File: config.mk
export PLATFORM = sky130hd
export DESIGN_NAME = brp_gshare
export DESIGN_NICKNAME = d
export VERILOG_FILES = /design/src/rtl/brp_gshare.sv
export SDC_FILE = /design/constraint.sdc
export NUM_CORES = 1
export LEC_CHECK = 0
export CAP_MARGIN = 40
export CORE_MARGIN = 2
export CORE_UTILIZATION = 65
export CTS_BUF_LIST = sky130_fd_sc_hd__clkbuf_8 sky130_fd_sc_hd__clkbuf_16
export CTS_CLUSTER_DIAMETER = 50
export DETAILED_ROUTE_END_ITERATION = 16
export PLACE_DENSITY_LB_ADDON = 0.05
export SETUP_SLACK_MARGIN = 0.1
export SYNTH_ARGS = -nofsm -noshare
export SYNTH_HDL_FRONTEND = slang
export SYNTH_SLANG_ARGS = --single-unit
export TNS_END_PERCENT = 50
File: constraint.sdc
create_clock -name clk -period 36 [get_ports clk]
set_input_delay 3.6 -clock clk [delete_from_list [all_inputs] [get_ports clk]]
set_output_delay 3.6 -clock clk [all_outputs]
set_load 0.03 [all_outputs]
File: src/rtl/brp_gshare.sv
// gshare branch direction predictor.
// Fetch-PC bits XOR global history index a table of 2-bit saturating
// counters. Prediction is combinational; training, history shift and
// accuracy counting happen at EX resolution. A post-reset sweep loads
// every table entry with INIT_CTR before predictions go live.
module brp_gshare #(
  parameter int         IDX_W    = 8,
  parameter int         HIST_W   = 8,
  parameter int         CNT_W    = 32,
  parameter logic [1:0] INIT_CTR = 2'b01
) (
  input  logic              clk,
  input  logic              rst,
  input  logic              req_valid,
  input  logic [31:0]       req_pc,
  output logic              ready,
  output logic              pred_taken,
  output logic [IDX_W-1:0]  pred_idx,
  input  logic              upd_valid,
  input  logic [IDX_W-1:0]  upd_idx,
  input  logic              upd_taken,
  input  logic              upd_mispredict,
  output logic [HIST_W-1:0] ghr,
  output logic [CNT_W-1:0]  c_total,
  output logic [CNT_W-1:0]  c_correct
);

  localparam int DEPTH = 2 ** IDX_W;

  typedef enum logic {S_INIT, S_RUN} state_t;

  state_t              state;
  state_t              state_nx;
  logic [IDX_W-1:0]    sweep_ptr;
  logic [1:0]          pht [DEPTH];
  logic [IDX_W-1:0]    hist_ext;
  logic [IDX_W-1:0]    idx;
  logic [HIST_W-1:0]   ghr_nx;
  logic                req_en;
  logic                upd_en;
  logic                pc_unused;

  // 2-bit counter step toward the resolved direction, clamped at 0 and 3.
  function automatic logic [1:0] ctr_step(input logic [1:0] ctr, input logic taken);
    if (taken) return (ctr == 2'd3) ? ctr : ctr + 2'd1;
    else       return (ctr == 2'd0) ? ctr : ctr - 2'd1;
  endfunction

  // Increment that sticks at all-ones instead of wrapping.
  function automatic logic [CNT_W-1:0] sat_inc(input logic [CNT_W-1:0] c);
    return (&c) ? c : c + CNT_W'(1);
  endfunction

  // Only PC[IDX_W+1:2] feed the hash; the rest are deliberately ignored.
  assign pc_unused = ^{req_pc[31:IDX_W+2], req_pc[1:0]};

  // History is zero-extended into the low bits of the index.
  always_comb begin
    hist_ext = '0;
    hist_ext[HIST_W-1:0] = ghr;
  end

  assign idx = req_pc[IDX_W+1:2] ^ hist_ext;

  // Shift the resolved outcome into the history (single-bit history just takes it).
  if (HIST_W == 1) begin : g_hist1
    assign ghr_nx = upd_taken;
  end else begin : g_histn
    assign ghr_nx = {ghr[HIST_W-2:0], upd_taken};
  end

  // Next-state and ready: sweep until the last entry is written, then run.
  always_comb begin
    state_nx = state;
    ready    = 1'b0;
    case (state)
      S_INIT: if (&sweep_ptr) state_nx = S_RUN;
      S_RUN:  ready = 1'b1;
      default: state_nx = S_INIT;
    endcase
  end

  // State register; rst always restarts the sweep.
  always_ff @(posedge clk) begin
    if (rst) state <= S_INIT;
    else     state <= state_nx;
  end

  assign req_en     = ready & req_valid;
  assign upd_en     = ready & upd_valid;
  assign pred_taken = req_en & pht[idx][1];
  assign pred_idx   = req_en ? idx : '0;

  // Sweep pointer, history and accuracy counters; updates ignored while sweeping.
  always_ff @(posedge clk) begin
    if (rst) begin
      sweep_ptr <= '0;
      ghr       <= '0;
      c_total   <= '0;
      c_correct <= '0;
    end else begin
      if (state == S_INIT) sweep_ptr <= sweep_ptr + IDX_W'(1);
      if (upd_en) begin
        ghr     <= ghr_nx;
        c_total <= sat_inc(c_total);
        if (!upd_mispredict) c_correct <= sat_inc(c_correct);
      end
    end
  end

  // Single PHT write port: sweep fill in INIT, counter training in RUN.
  always_ff @(posedge clk) begin
    if (state == S_INIT)
      pht[sweep_ptr] <= INIT_CTR;
    else if (upd_valid)
      pht[upd_idx] <= ctr_step(pht[upd_idx], upd_taken);
  end

endmodule

Yosys cells after proc, flatten, opt, wreduce, memory -nomap -nowiden. Memory sizes are Yosys's and may differ from the RTL's. Cells that the tools add are included.

Memories kept: 1. RAM bits: 512. Bits in registers: 81. Output and inout bits: 82.

Mux-type cells: 16. Reduce and logical (&&, ||, !) cells: 7. Equality and inequality tests: 1. $add $sub $neg: 5. Bitwise logic cells: 7.

Memories: pht (words 256, width 2, read ports 2, clocked after Yosys merged registers in 0, write ports 1, line 35) `logic [1:0] pht [DEPTH];`.

Operator list (count): $add 32x1->32 const B (2); $reduce_and 32->1 (2); $mux 8 (2); $mux 2 (6); $add 8x1->8 const B (1); $mux 1 (8); $reduce_and 8->1 (1); $xor 8x8->8 (1); $and 1x1->1 (3); $not 1->1 (3); $reduce_and 3->1 (1); $add 2x1->2 const B (1); $eq 2x2->1 const B (1); $logic_not 2->1 (1); $reduce_and 2->1 (1); $reduce_or 2->1 (1); $sub 2x1->2 const B (1).

Logic depth before layout (Yosys ltp). Gate-level depths: netlist of run 1. An unclocked memory read counts as a cell.

Depth after elaboration: 7. Gate-level depth with buffers: 13. Gate-level depth less buffers: 9.

Worst setup path before layout of run 1. No wires, ideal clock.

Kind: input to register. Start point: in upd_idx[1]. End point: mem pht[0][1] (data pin). Required time: 34414 ps. Slack: 22147 ps. Library setup time: 1586 ps. Cell stages on the path: 11. Arrival time: 12267 ps. Path through: buf_2 -> buf_4 -> nand2_1 -> buf_2 -> o221ai_1 -> o22ai_1 -> a211oi_1 -> nor3_1 -> nor4_2 -> nor3_1 -> o22ai_1.

Word-level cells in the longest chain between the ends: 7. Elaborated cells between the ends (all ways): 11. Those cells by class: add/sub (2); eq/ne (1); mux (6); reduce/logical (1); memory (1).

RTL lines: start, declared (line 20) `input logic [IDX_W-1:0] upd_idx,`; $mem_v2 256x2 (*); $sub 2x1->2 (tied with other cells) (line 46) `else return (ctr == 2'd0) ? ctr : ctr - 2'd1;`; $mux 2 (on tied branches) (line 46, 45); $mux 2 (*) (line 45) `if (taken) return (ctr == 2'd3) ? ctr : ctr + 2'd1;`; $mux 2 (*) (line 115) `else if (upd_valid)`; $mux 2 (*) (line 113) `if (state == S_INIT)`; $mux 2 (no source line) (*); end, declared (line 35).

Mark *: on every way between the ends. The rest lies on a longest branch, timed or not. The select of a mux whose other input is x is not followed.

Worst setup path in the final report of run 1.
Start point: in req_pc[2]. End point: out pred_taken.

Word-level cells in the longest chain between the ends: 3.

RTL lines: start, declared (line 15) `input logic [31:0] req_pc,`; $xor 8x8->8 (line 63) `assign idx = req_pc[IDX_W+1:2] ^ hist_ext;`; $mem_v2 256x2; $and 1x1->1 (line 91) `assign pred_taken = req_en & pht[idx][1];`; end, declared (line 17) `output logic pred_taken,`.

Every way passes these cells.

==> reports/qor.yml, run 1 <==
synthesis:
  syn_nets: 1876
  synthCells: 1827
  synth.area.top_cells: "edfxtp_1, mux4_2, dfxtp_1"
  synthAdderAreaFrac_pct: 0.1395
  yosysWarnings: 0
  synth_edf_count: 512
  synth.avg_cell_area_um2: 14.73
  synth_seq_cells: 593
  synth_top_cell_by_area: "edfxtp_1"
  syn-cell-area_mm2: 0.02690
  synth-main-ff-cell: "edfxtp_1"
  yosys-top-cells-count: "edfxtp_1, nor2_1, mux4_2, nand2_1, dfxtp_1"
  synth-seq-area-share_pct: 63.17
  synthDistinctLibCells: 71
  yosysMostFrequentCell: "edfxtp_1"
  netlist.area_leader.share_pct: 57.15
  synth_xor_area_share_pct: 2.242
  synth_top_family_by_area: "multiplexers"
  synthSimpleGateAreaFrac_pct: 9.808
  synth-compound-area-share_pct: 5.018
  synthMuxAreaShare_pct: 17.03
  ys_async_sr_fraction_pct: 0
final_layout:
  final_area_mm2: 0.03044
  n_antenna_cell: 0
  finalNonFillerCells: 2512
  multiInputGateArea_mm2: 0.009263
  syn2layout_area_growth_pct: 13.15
  drive_gt1_share_pct: 16.36
  seqCellArea_mm2: 0.01700
  postLayoutCoreUtil_pct: 74.55
  fill_cells: 2523
  final_nets: 1985
global_routing:
  grt_max_degree: 92
  grt_pass1_vias: 17360
  antenna_found_initial: 1
  grt_overflow_total: 0
  grt_first_pass_wirelength_mm: 108.3
  track_usage_pct: 33.82
placement:
  dpl.cell_count: 2406
  dp_hpwl_mm: 45.21
  dp_slack_ns: 24.01
  port_buffers: 103
  place_congestion: 0.8653
  dpl_cell_area_mm2: 0.02856
clock_network:
  cts-resized-gates: 0
  clkLatencyLatePin_ns: 0.63
  root_buffer: "clkbuf_16"
  cts.sinks: 593
  path_clk_slew_ns: 0.06
  cts_buffers: 60
  cts_setup_buffers: 0
  htreeDepth: 2
  clk_path_buf_depth: 3
  hold_buffers: 0
  tritoncts: "built"
route:
  drt_iter0_drc: 2472
  num_vias: 17500
  vias_per_cell: 6.965
  wirelength_mm: 72.43
  ant_nets: 0
  drc: 1
  wire_per_inst_um: 28.83
  dr.pass1.iters: 12
timing:
  clock_skew_ns: 0.02667
  worst_pin_slew_ns: 0.9460
  setup_tns_ns: 0
  setup_viol: 0
  fin_crit_sh_pct: 33.26
  hold_viol_final: 0
  slew_violations: 0
  slew_headroom_pct: 36.74
  max_freq_mhz: 83.51
  rsz0062_at_grt: "false"
  period_needed_ns: 11.97
  fin_ws_ns: 24.03
floorplanning:
  coreArea_mm2: 0.04083
  ioPinCount: 128
  die_height_um: 207.5
  num_rows: 74
  die_x_um: 207.5
  die_area_mm2: 0.04304
  start_util_pct: 65.89
worst_hold_path:
  whs_endpoint: "ghr[7]$_SDFFE_PP0P_"
  hold_class: "flip-flop to flip-flop"
  whs_path_depth: 2
  holdCritStartpoint: "ghr[7]$_SDFFE_PP0P_"
status:
  failed_checks: "design-rule violations"
  outcome: "finished, violations left"
critical_path:
  cp_data_required_time_ns: 32.40
  arrival_ns: 8.37
  cp_max_fo: 34
  path_class: "input pin to output port"
  end_kind: "output port"
  r2r_cells: 12
  cp-start-kind: "input pin"
  rrSetupSlack_ns: 31.39
  reg2reg_from: "pht[163][1]$_DFFE_PP_"
  crit_path_start: "req_pc[2]"
  worstReg2RegEnd: "pht[4][1]$_DFFE_PP_"
flow_run:
  maxCapViolCount: 0
pwr:
  power.leakage_uw: 0.01041
  ir_drop_uv: 38.51
  power_density_mw_per_mm2: 46.59
-- cell families (layout without fill, tap and decap cells) --
logic type / count (synthesis) / after routing
mux: 243 / 243
buf+inv: 121 / 274
compound gates: 191 / 191
fa+ha+maj: 3 / 3
flops: 593 / 593
xor+xnor: 68 / 68
simple gates: 608 / 608
-- worst max path at each step --
| stage | cells past startpoint | slack [ns] | endpoint |
|---|---|---|---|
| 3_5_place_dp | 11 | 24.01 | pred_taken |
| 3_3_place_gp | 11 | 24.01 | pred_taken |
| 5_1_grt | 12 | 23.82 | pred_taken |
| 4_1_cts | 11 | 24.01 | pred_taken |
| 2_1_floorplan | 11 | 22.15 | pht[0][1]$_DFFE_PP_ |
| 6_report | 11 | 24.03 | pred_taken |
-- flip-flops by register name, summed over array words and instances (netlist names) --
signal / flops
pht: 512
c_correct: 32
c_total: 32
ghr: 8
sweep_ptr: 8
state: 1
-- worst max-delay path: stages --
cell and delay, ns:
clkdlybuf4s50_1 0.55, xor2_4 0.15, buf_4 0.61, buf_4 0.74
mux4_2 0.60, mux4_2 0.53, a22oi_1 0.22, nand3_1 0.10
a311oi_1 0.41, nor4_1 0.11, clkdlybuf4s50_1 0.67
-- where the power goes --
part	switching, uW	total [uW]	internal [uW]
combinational	48.9	77.3	28.4
clock	257	604	347
sequential	0.866	737	736
total	307	1420	1110
-- metal layers --
layer	vias to the layer above	global-route usage, %	wire length [um]
li1	7314	-	-
met1	8644	48.17	26990
met2	1251	50.05	32350
met3	286	8.638	9298
met4	0	15.22	3799
met5	-	0	0
-- cell type report --
class | instances | share of cell area, %
Sequential cell | 593 | 55.83
Clock buffer | 61 | 5.014
Inverter | 11 | 0.1356
Multi-Input combinational cell | 1113 | 30.43
Clock inverter | 45 | 1.180
Tap cell | 532 | 2.187
Timing Repair Buffer | 157 | 5.224
-- through the flow --
step	power [uW]	hold WS (ns)
finish	1418	0.4971
global route	1450	0.5333
CTS	1419	0.5011
detailed placement	826.5	0.4939
global placement	824.7	0.4721
floorplan	800.9	0.4959
-- cell usage in the layout, fill, tap and decap left out, drive strengths merged, types with 36 or more instances in the layout --
cell type      synthesis  final
a21oi                 42     42
buf                   50     58
clkbuf                60     61
clkdlybuf4s50          0     99
dfxtp                 81     81
edfxtp               512    512
mux2i                 71     71
mux4                 171    171
nand2                119    119
nand3                 36     36
nor2                 344    344
xor2                  46     46
(Power assumes the default switching activity.)
==> run 2, diff against run 1 <==
--- a/config.mk
+++ b/config.mk
@@ -7,7 +7,7 @@
 export LEC_CHECK = 0
 export CAP_MARGIN = 40
 export CORE_MARGIN = 2
-export CORE_UTILIZATION = 65
+export CORE_UTILIZATION = 61
 export CTS_BUF_LIST = sky130_fd_sc_hd__clkbuf_8 sky130_fd_sc_hd__clkbuf_16
 export CTS_CLUSTER_DIAMETER = 50
 export DETAILED_ROUTE_END_ITERATION = 16
==> constraint.sdc (replaced) <==
create_clock -name clk -period 11.3 [get_ports clk]
set_input_delay 1.13 -clock clk [delete_from_list [all_inputs] [get_ports clk]]
set_output_delay 1.13 -clock clk [all_outputs]
set_load 0.03 [all_outputs]
==> reports/qor.yml, run 2 (synthesis gave the netlist of run 1 again) <==
route:
  vias_per_cell: 6.732
  drc: 0
  wire_per_inst_um: 28.21
  wirelength_mm: 72.65
  wl_met2_mm: 33.90
  dr_wl_met3_mm: 8.398
  ant_nets: 0
  drt_iter0_drc: 2542
  dr.pass1.iters: 6
  wirelength_met1_mm: 27.67
  num_vias: 17340
  top_layer: "met4"
clock_network:
  cts_setup_buffers: 0
  path_clk_slew_ns: 0.05
  cts_buffers: 60
  cts.sinks: 593
  clk_path_buf_depth: 3
  clkLatencyLatePin_ns: 0.65
  cts-resized-gates: 0
  htreeDepth: 2
  root_buffer: "clkbuf_16"
  hold_buffers: 0
  tritoncts: "built"
timing:
  period_needed_ns: 6.754
  slew_headroom_pct: 37.33
  fin_crit_sh_pct: 59.77
  setup_tns_ns: 0
  clock_skew_ns: 0.03015
  max_freq_mhz: 148.1
  setup_viol: 0
  hold_viol_final: 0
  slew_violations: 0
  holdWs_ns: 0.5086
  rsz0062_at_grt: "false"
  worst_pin_slew_ns: 0.9371
critical_path:
  reg2reg_from: "pht[230][0]$_DFFE_PP_"
  r2r_cells: 10
  end_kind: "output port"
  crit_path_start: "req_pc[2]"
  cp_slowest_stage_delay_ns: 0.79
  worstReg2RegEnd: "pht[204][0]$_DFFE_PP_"
  cp_max_fo: 36
  cp_data_required_time_ns: 10.17
  slowest_stage: "buf_4"
  path_buf_inv: 4
  cp_cell_sequence: "clkdlybuf4s50_1, xor2_4, buf_4, buf_4, mux4_2, a22oi_1, a21oi_1, nor2_1, o21bai_1, nor4_1, nor4_1, clkdlybuf4s50_1"
  cp_top_family: "buffers and inverters"
  cp-start-kind: "input pin"
  path_class: "input pin to output port"
  arrival_ns: 5.62
  rrSetupSlack_ns: 7.20
global_routing:
  antenna_found_initial: 0
  grt_overflow_total: 0
  grt_first_pass_wirelength_mm: 108.6
  grt_pass1_vias: 17270
  track_usage_pct: 32.00
  grt_max_degree: 99
final_layout:
  syn2layout_area_growth_pct: 13.64
  largest_register_ff_count: 512
  final_nets: 1988
  max_flop_register: "pht"
  final_common_cell: "edfxtp_1"
  final_area_mm2: 0.03057
  final_cell_mix: "edfxtp_1, nor2_1, mux4_2, nand2_1, clkdlybuf4s50_1"
  fill_cells: 2893
  postLayoutCoreUtil_pct: 70.67
  n_antenna_cell: 0
  drive_gt1_share_pct: 17.19
  reg_top3: "pht x512, c_correct x32, c_total x32"
worst_hold_path:
  holdCritStartpoint: "c_correct[5]$_SDFFE_PP0P_"
  hold_class: "flip-flop to flip-flop"
  whs_endpoint: "c_correct[5]$_SDFFE_PP0P_"
  whs_path_depth: 2
pwr:
  ir_drop_uv: 136.2
  power_uw: 4535
  power_density_mw_per_mm2: 148.3
  power.leakage_uw: 0.01042
floorplanning:
  num_rows: 76
  ioPinCount: 128
  coreArea_mm2: 0.04327
  start_util_pct: 62.18
  die_area_mm2: 0.04580
  die_x_um: 214.0
  die_height_um: 214.0
flow_run:
  maxCapViolCount: 0
placement:
  place_congestion: 0.8643
  dp_hpwl_mm: 45.03
  dpl_cell_area_mm2: 0.02865
  port_buffers: 103
status:
  outcome: "complete, no violations"
==> run 2: worst max path at each step <==
stage,to,slack [ns],cells past startpoint
2_1_floorplan,pht[0][1]$_DFFE_PP_,3.73,11
3_3_place_gp,pred_taken,4.51,12
3_5_place_dp,pred_taken,4.53,11
4_1_cts,pred_taken,4.53,11
5_1_grt,pred_taken,4.28,12
6_report,pred_taken,4.55,12
==> run 2: final cells by class <==
| type | instances | area, um^2 | area share (%) |
|---|---|---|---|
| Multi-Input combinational cell | 1113 | 9268 | 30.31 |
| Tap cell | 585 | 732.0 | 2.394 |
| Inverter | 11 | 41.29 | 0.1350 |
| Timing Repair Buffer | 160 | 1612 | 5.271 |
| Sequential cell | 593 | 17000 | 55.59 |
| Clock inverter | 53 | 424.2 | 1.387 |
| Clock buffer | 60 | 1501 | 4.911 |
==> run 2: worst min-delay path: cells and delay by family (launching register included) <==
kind / cells / cell delay, ns
compound gates: 2 / 0.14
flops: 1 / 0.33
==> run 2: metrics by stage <==
step / instances / setup WS, ns
floorplan: 1827 / 3.728
finish: 2575 / 4.546
global placement: 2443 / 4.508
detailed placement: 2462 / 4.531
global route: 2575 / 4.279
CTS: 2575 / 4.533
==> run 2: layer usage <==
layer	vias to the layer above	track usage, %
met4	0	11.42
met3	195	7.262
met1	8765	44.85
met2	1038	50.01
met5	-	0
li1	7338	-
==> run 2: power by group <==
group / switching, uW / total [uW] / internal (uW) / leakage, uW
sequential: 2.35 / 2350 / 2350 / 0.00602
clock: 856 / 1940 / 1090 / 0.000983
combinational: 156 / 246 / 90.1 / 0.00342
total: 1010 / 4530 / 3520 / 0.0104
